`src/rtl/hdmi_img_binarize.sv`:
```
// hdmi_img_binarize: follows the incoming video timing, fetches a picture
// window from a one-cycle-latency image ROM and renders each pixel as the
// original colour, gray, binary or inverted binary.
//
// The block has four register stages. For inputs sampled at clock edge t:
//   edge t   : ROM address, window flag and syncs are registered
//   edge t+1 : the ROM samples the address, the control flags move along
//   edge t+2 : luma and the raw RGB are registered
//   edge t+3 : rgb_out and the sync outputs are registered
// vs_out/hs_out/de_out therefore change at the edge that comes three edges
// after the edge that sampled vs_in/hs_in/de_in.

module hdmi_img_binarize #(
    parameter int          IMG_W      = 256,
    parameter int          IMG_H      = 256,
    parameter int          X_OFS      = 0,
    parameter int          Y_OFS      = 0,
    parameter int          ADDR_WIDTH = 16,
    parameter logic [7:0]  THRESH_DEF = 8'd128,
    parameter logic [23:0] BG_COLOR   = 24'h000000
) (
    input  logic                  clk,
    input  logic                  rst_n,
    input  logic                  vs_in,
    input  logic                  hs_in,
    input  logic                  de_in,
    input  logic [7:0]            thresh,
    input  logic [1:0]            mode,
    output logic [ADDR_WIDTH-1:0] rom_addr,
    input  logic [23:0]           rom_data,
    output logic                  vs_out,
    output logic                  hs_out,
    output logic                  de_out,
    output logic [23:0]           rgb_out
);

    localparam int          CW   = 16;
    localparam logic [31:0] X_LO = 32'(X_OFS);
    localparam logic [31:0] X_HI = 32'(X_OFS + IMG_W);
    localparam logic [31:0] Y_LO = 32'(Y_OFS);
    localparam logic [31:0] Y_HI = 32'(Y_OFS + IMG_H);

    // Front-end state: edge detectors, counters and the per-frame settings
    logic                  vsPrev_q;
    logic                  dePrev_q;
    logic [CW-1:0]         x_q, x_d;
    logic [CW-1:0]         y_q, y_d;
    logic [ADDR_WIDTH-1:0] addrCnt_q, addrCnt_d;
    logic [ADDR_WIDTH-1:0] romAddr_q, romAddr_d;
    logic [7:0]            thr_q, thr_d;
    logic [1:0]            mode_q, mode_d;

    // Pipeline state; sync vectors are packed as {vs, hs, de}
    logic                  win1_q, win2_q, win3_q;
    logic [2:0]            sync1_q, sync2_q, sync3_q, syncOut_q;
    logic [7:0]            gray_q, gray_d;
    logic [23:0]           rgbRaw_q;
    logic [23:0]           rgbOut_q, rgbOut_d;

    // Combinational helpers
    logic                  vsRise;
    logic                  deFall;
    logic                  inWin;
    logic [CW-1:0]         xCur, yCur;
    logic [ADDR_WIDTH-1:0] addrCur;
    logic [15:0]           lumaSum;
    logic [23:0]           binPx;
    logic [23:0]           rendered;

    // A vs_in rising edge clears the counters before the current pixel uses
    // them, so a pixel that coincides with the edge is column 0 of line 0.
    always_comb begin
        vsRise    = vs_in & ~vsPrev_q;
        deFall    = dePrev_q & ~de_in;
        xCur      = vsRise ? '0 : x_q;
        yCur      = vsRise ? '0 : y_q;
        addrCur   = vsRise ? '0 : addrCnt_q;
        inWin     = de_in
                    & ({16'd0, xCur} >= X_LO) & ({16'd0, xCur} < X_HI)
                    & ({16'd0, yCur} >= Y_LO) & ({16'd0, yCur} < Y_HI);
        x_d       = de_in ? xCur + CW'(1) : '0;
        y_d       = vsRise ? '0 : (deFall ? y_q + CW'(1) : y_q);
        addrCnt_d = inWin ? addrCur + ADDR_WIDTH'(1) : addrCur;
        romAddr_d = inWin ? addrCur : romAddr_q;
        thr_d     = vsRise ? thresh : thr_q;
        mode_d    = vsRise ? mode : mode_q;
    end

    // Register the counters, the ROM address and the frame-start settings
    always_ff @(posedge clk) begin
        if (!rst_n) begin
            vsPrev_q  <= 1'b0;
            dePrev_q  <= 1'b0;
            x_q       <= '0;
            y_q       <= '0;
            addrCnt_q <= '0;
            romAddr_q <= '0;
            thr_q     <= THRESH_DEF;
            mode_q    <= 2'd2;
        end else begin
            vsPrev_q  <= vs_in;
            dePrev_q  <= de_in;
            x_q       <= x_d;
            y_q       <= y_d;
            addrCnt_q <= addrCnt_d;
            romAddr_q <= romAddr_d;
            thr_q     <= thr_d;
            mode_q    <= mode_d;
        end
    end

    // Luma from the ROM word; the 16-bit sum peaks at 65280 so it never wraps
    always_comb begin
        lumaSum = ({8'd0, rom_data[23:16]} * 16'd77)
                + ({8'd0, rom_data[15:8]}  * 16'd150)
                + ({8'd0, rom_data[7:0]}   * 16'd29);
        gray_d  = 8'(lumaSum >> 8);
    end

    // Carry window and sync flags alongside the ROM access and luma stage
    always_ff @(posedge clk) begin
        if (!rst_n) begin
            win1_q   <= 1'b0;
            win2_q   <= 1'b0;
            win3_q   <= 1'b0;
            sync1_q  <= '0;
            sync2_q  <= '0;
            sync3_q  <= '0;
            gray_q   <= '0;
            rgbRaw_q <= '0;
        end else begin
            win1_q   <= inWin;
            win2_q   <= win1_q;
            win3_q   <= win2_q;
            sync1_q  <= {vs_in, hs_in, de_in};
            sync2_q  <= sync1_q;
            sync3_q  <= sync2_q;
            gray_q   <= gray_d;
            rgbRaw_q <= rom_data;
        end
    end

    // Pick the rendering for the pixel, then blank or background it
    always_comb begin
        binPx = (gray_q >= thr_q) ? 24'hFFFFFF : 24'h000000;
        case (mode_q)
            2'd0:    rendered = rgbRaw_q;
            2'd1:    rendered = {gray_q, gray_q, gray_q};
            2'd2:    rendered = binPx;
            default: rendered = ~binPx;
        endcase
        if (!sync3_q[0]) begin
            rgbOut_d = 24'h000000;
        end else if (!win3_q) begin
            rgbOut_d = BG_COLOR;
        end else begin
            rgbOut_d = rendered;
        end
    end

    // Output register stage
    always_ff @(posedge clk) begin
        if (!rst_n) begin
            syncOut_q <= '0;
            rgbOut_q  <= '0;
        end else begin
            syncOut_q <= sync3_q;
            rgbOut_q  <= rgbOut_d;
        end
    end

    assign rom_addr = romAddr_q;
    assign vs_out   = syncOut_q[2];
    assign hs_out   = syncOut_q[1];
    assign de_out   = syncOut_q[0];
    assign rgb_out  = rgbOut_q;

endmodule

```
`config.mk`:
```
export PLATFORM = sky130hd
export DESIGN_NAME = hdmi_img_binarize
export DESIGN_NICKNAME = d
export VERILOG_FILES = /design/src/rtl/hdmi_img_binarize.sv
export SDC_FILE = /design/constraint.sdc
export NUM_CORES = 1
export LEC_CHECK = 0
export CAP_MARGIN = 20
export CORE_UTILIZATION = 58
export DETAILED_ROUTE_END_ITERATION = 7
export MAX_ROUTING_LAYER = met4
export PLACE_DENSITY = 0.81
export SLEW_MARGIN = 10
export SYNTH_ARGS = -nofsm -noshare
export SYNTH_HDL_FRONTEND = slang
export SYNTH_SLANG_ARGS = --single-unit
```
`constraint.sdc`:
```
create_clock -name clk -period 7.6 [get_ports clk]
set_input_delay 1.52 -clock clk [delete_from_list [all_inputs] [get_ports clk]]
set_output_delay 1.52 -clock clk [all_outputs]
set_load 0.02 [all_outputs]
```
After elaboration in Yosys (flattened, before gate mapping)
Cells that the tools add are included.
- bits in registers: 147
- input bits: 39
- output and inout bits: 43
- word-level logic and storage cells: 49
- $add $sub $neg: 5
- multiply operators: 3
- $lt $le $gt $ge: 3
- equal/unequal tests: 2
- multiplexer cells: 6
- bitwise gates (word level): 8
- reductions and logical operators: 4
- operators with widths (cell ; count):
    one-hot mux 24 bit (3 select lines) ; 1
    2-to-1 mux 16 bit ; 4
    adder 16 x 1 -> 16 bit, second input constant ; 3
    less-than comparator 16 x 9 -> 1 bit, second input constant ; 2
    multiplier 8 x 7 -> 15 bit, second input constant ; 2
    2-to-1 mux 24 bit ; 1
    inverter 24 bit ; 1
    adder 15 x 16 -> 16 bit ; 1
    adder 16 x 13 -> 16 bit ; 1
    multiplier 8 x 5 -> 13 bit, second input constant ; 1
    >= comparator 8 bit ; 1
    bitwise AND 1 bit ; 4
    inverter 1 bit ; 3
    AND reduction 3 bit ; 1
    equality test 2 x 1 -> 1 bit, second input constant ; 1
    equality test 2 bit, second input constant ; 1
    zero test 2 bit ; 1
    AND reduction 2 bit ; 1
    OR reduction 2 bit ; 1

Depth between registers and ports, before layout
- word-level depth: 7
- depth in mapped cells: 25
- mapped depth without buffers: 25

Worst setup path after synthesis
OpenSTA, ideal clock, no wires.
- path type: input to register
- start: input port rom_data[12]
- end: register gray_q[7]
- library setup time: 0.116 ns
- arrival: 6.887 ns
- required time: 7.484 ns
- path slack: 0.598 ns
- stages on the path: 23
- buffers on the path: 0
- path through: ha_1 ha_1 inv_1 fa_1 inv_1 fa_1 ha_1 or3_1 o311a_1 xor2_1 ha_1 inv_1 fa_1 fa_1 inv_1 ha_1 a21o_1 o21bai_1 a21oi_1 o211a_1 a21boi_0 nor3_1 and3b_1
- word-level cells in the longest chain between the ends: 3
- RTL lines (item ; line ; text):
    start, declared ; 30 ; input logic [23:0] rom_data,
    multiplier 8 x 7 -> 15 bit ; 115 ; + ({8'd0, rom_data[15:8]} * 16'd150)
    adder 15 x 16 -> 16 bit ; 115 ;
    adder 16 x 13 -> 16 bit ; 116 ; + ({8'd0, rom_data[7:0]} * 16'd29);
    end signal, assigned ; 138 ; gray_q <= gray_d;
    end, declared ; 56 ; logic [7:0] gray_q, gray_d;
Every way passes these cells.
A chain may end at the register's enable or synchronous reset.

Final worst setup path
Ends and elaborated chain as after synthesis.

==> impl_metrics.toml <==
[outcome]
run_status = "finished clean"

[detailed_routing]
drc_errors = 0
drt-wirelength-per-cell_um = 14.6
viasPerCell = 5.32
drt-pass1-iter-count = 6
postRouteAntennaNets = 0
vias = 6271
drt_wl_total_mm = 17.3
dr.first_iter.drc_count = 332

[logic_synthesis]
yosys.area.top_type = "dfxtp_1"
synth-edff-count = 0
synth.area.top_cells = "dfxtp_1 34%, ha_1 14%, fa_1 13%"
synthFlopType = "dfxtp_1"
yosysUniqueCellTypes = 47
ys_seq_area_frac = 0.340
synth_area_per_cell_um2 = 9.57
synthCells = 893
yosysTopAreaCellShare = 0.340
syn_nets = 1082
synth_area_um2 = 8540
yosys_warnings = 0
ys_async_sr_fraction = 0
synth.ff_latch_count = 145

[clocking]
postCtsResizedCells = 0
clock-sinks = 145
clock_path_buffers = 2
cts_buffers = 17
htreeDepth = 4
cts_hold_buf = 0
clkTransAtPathRegs_ps = 60
clockRootBuffer = "clkbuf_16"
cts_tree = "yes"
insertion_delay_ps = 420
cts_setup_buffers = 0

[power_and_ir_drop]
p_clk_frac = 0.210
power_density_nw_per_um2 = 387
p_int_w = 0.00244
vdd_drop_max_mv = 0.526
power_w = 0.00395
p_seq_frac = 0.213
p_leak_nw = 4.43
p_comb_frac = 0.577
p_sw_w = 0.00151
netSwitchingFraction = 0.382

[setup_path]
critical_path_required_ps = 7910
max_stage_delay_ps = 520
critPathKind = "in -> reg"
reg2reg_slack_ps = 4750
arrival_ps = 7580
cp_slowest_cell = "fa_1"
worst_path_most_repeated_cell = "fa_1"
cp_num_buf_inv = 4
start_kind = "primary input"
crit_path_end_kind = "register"
path_cells = "clkdlybuf4s50_1, ha_1, ha_1, inv_1, fa_1, inv_1, fa_1, ha_1, xor2_1, fa_1, fa_1, fa_1, inv_1, fa_1, ha_1, a21oi_1, o21bai_1, a21oi_1, o211a_1, and3b_1, nor3_1, and3b_1"
crit_family = "adder cells"
cp_max_fo = 4

[floorplan]
core-area_um2 = 14100
pin_count = 82
die_h_um = 123
die_x_um = 123
initial_core_util = 0.604
fp-row-count = 43
fp.dieArea_um2 = 15200

[global_route]
grt_overflow = 0
track_usage = 0.245
antenna_found_initial = 0
grt_pass1_vias = 6052
grt_pass1_wl_mm = 28.1
grt_max_degree = 85

[timing]
drv_slew = 0
setup_viol = 0
hold_violations = 0
skew_ps = 5.81
max_slew.worst_pin.slew_ps = 1030
rsz0062_at_grt = "false"
setup_slack_ps = 322
min_period_over_period = 0.958
maxSlewHeadroom = 0.313
fin_crit_ps = 7280
fmax_ghz = 0.137

[finish]
n_fill_cell = 1010
drive_gt1_frac = 0.0601
syn_to_final_growth_pct = 19.6
layout.nets = 1174
diodes = 0

[place]
dp_hpwl_mm = 13.0
pre_cts_slack_ps = -93.8
gp_congestion = 0.915
port_buffers = 81

[hold_path]
min-delay-path-class = "reg -> reg"

[job]
drv_cap = 0
## metrics by stage
step,area (um^2),instances,TNS (ps),hold slack (ps),utilization
2_1_floorplan,8540,893,0,412,-
3_3_place_gp,9610,1145,-34.7,414,0.679
3_5_place_dp,9610,1145,-164,421,0.679
4_1_cts,10200,1177,0,434,0.722
5_1_grt,10200,1178,0,445,0.722
6_report,10200,1178,0,432,0.722
## layout make-up
class | count | area (um^2) | share of cell area
clock buffer | 24 | 502 | 0.0491
clock inverter | 8 | 101 | 0.00992
inverter | 98 | 368 | 0.0360
multi-input combinational | 621 | 5150 | 0.504
sequential | 145 | 2900 | 0.284
tap | 180 | 225 | 0.0220
timing repair buffer | 102 | 967 | 0.0946
## final timing paths
path	startpoint	to	cells past startpoint
max	rom_data[12]	gray_q[7]	22
min	sync2_q[1]	sync3_q[1]	1
max reg2reg	vsPrev_q	addrCnt_q[6]	5
min reg2reg	sync2_q[1]	sync3_q[1]	1
## synth_stat cells (2+ instances only)
master,count
dfxtp_1,145
inv_1,98
nand3b_1,2
o21bai_1,3
o211ai_1,2
and2_1,50
nand4_1,14
and3b_1,3
a21oi_1,29
nand3_1,33
o21ai_0,40
and4_1,5
o21a_1,5
fa_1,55
or3_1,7
buf_2,4
or2_2,3
nor3_1,4
a21o_1,8
xor2_1,34
ha_1,95
mux2i_1,26
a31oi_1,4
and3_1,9
nand2_1,71
nor4_1,4
clkbuf_1,20
nor2_1,47
buf_1,4
nand2b_1,8
nor2b_1,6
xnor2_1,15
a21boi_0,25
a211oi_1,2
## sequential cells by signal, indices dropped and copies added (netlist names)
register and cells:
rom_addr 16, gray_q 8, syncOut_q 3, rgb_out 24, vsPrev_q 1, sync1_q 2, x_q 16, rgbRaw_q 24
thr_q 8, sync2_q 3, y_q 16, win2_q 1, win3_q 1, win1_q 1, mode_q 2, addrCnt_q 16
sync3_q 3
## layout by cell type, fill, tap and decap left out, types with 17 or more instances in the layout
master	n
a21boi_0	25
a21oi_1	29
and2_1	50
buf_4	20
clkbuf_16	17
clkdlybuf4s50_1	80
dfxtp_1	145
fa_1	55
ha_1	95
inv_1	98
mux2i_1	26
nand2_1	71
nand3_1	33
nor2_1	47
o21ai_0	40
xor2_1	34
## layer usage
metal / routed length (um) / GRT usage
met4: 254 / 0.0700
met3: 494 / 0.0401
met1: 7550 / 0.288
met2: 8960 / 0.431
met5: 0 / -
## power by group through the flow
stage | clock network, W | registers (W) | logic [W]
after floorplan | 0 | 0.000841 | 0.00169
after global placement | 0 | 0.000858 | 0.00220
after detailed placement | 0 | 0.000859 | 0.00227
after CTS | 0.000837 | 0.000843 | 0.00228
after global routing | 0.000871 | 0.000845 | 0.00259
final | 0.000830 | 0.000843 | 0.00228
## logic make-up after synthesis
group | share of synthesized area
AO/OA/AOI/OAI | 0.0896
XOR/XNOR | 0.0502
adder cells (fa/ha/maj) | 0.268
buffers and inverters | 0.0568
flip-flops | 0.340
multiplexers | 0.0305
AND/OR/NAND/NOR | 0.165
No activity file was read; power rests on OpenSTA's default activity.
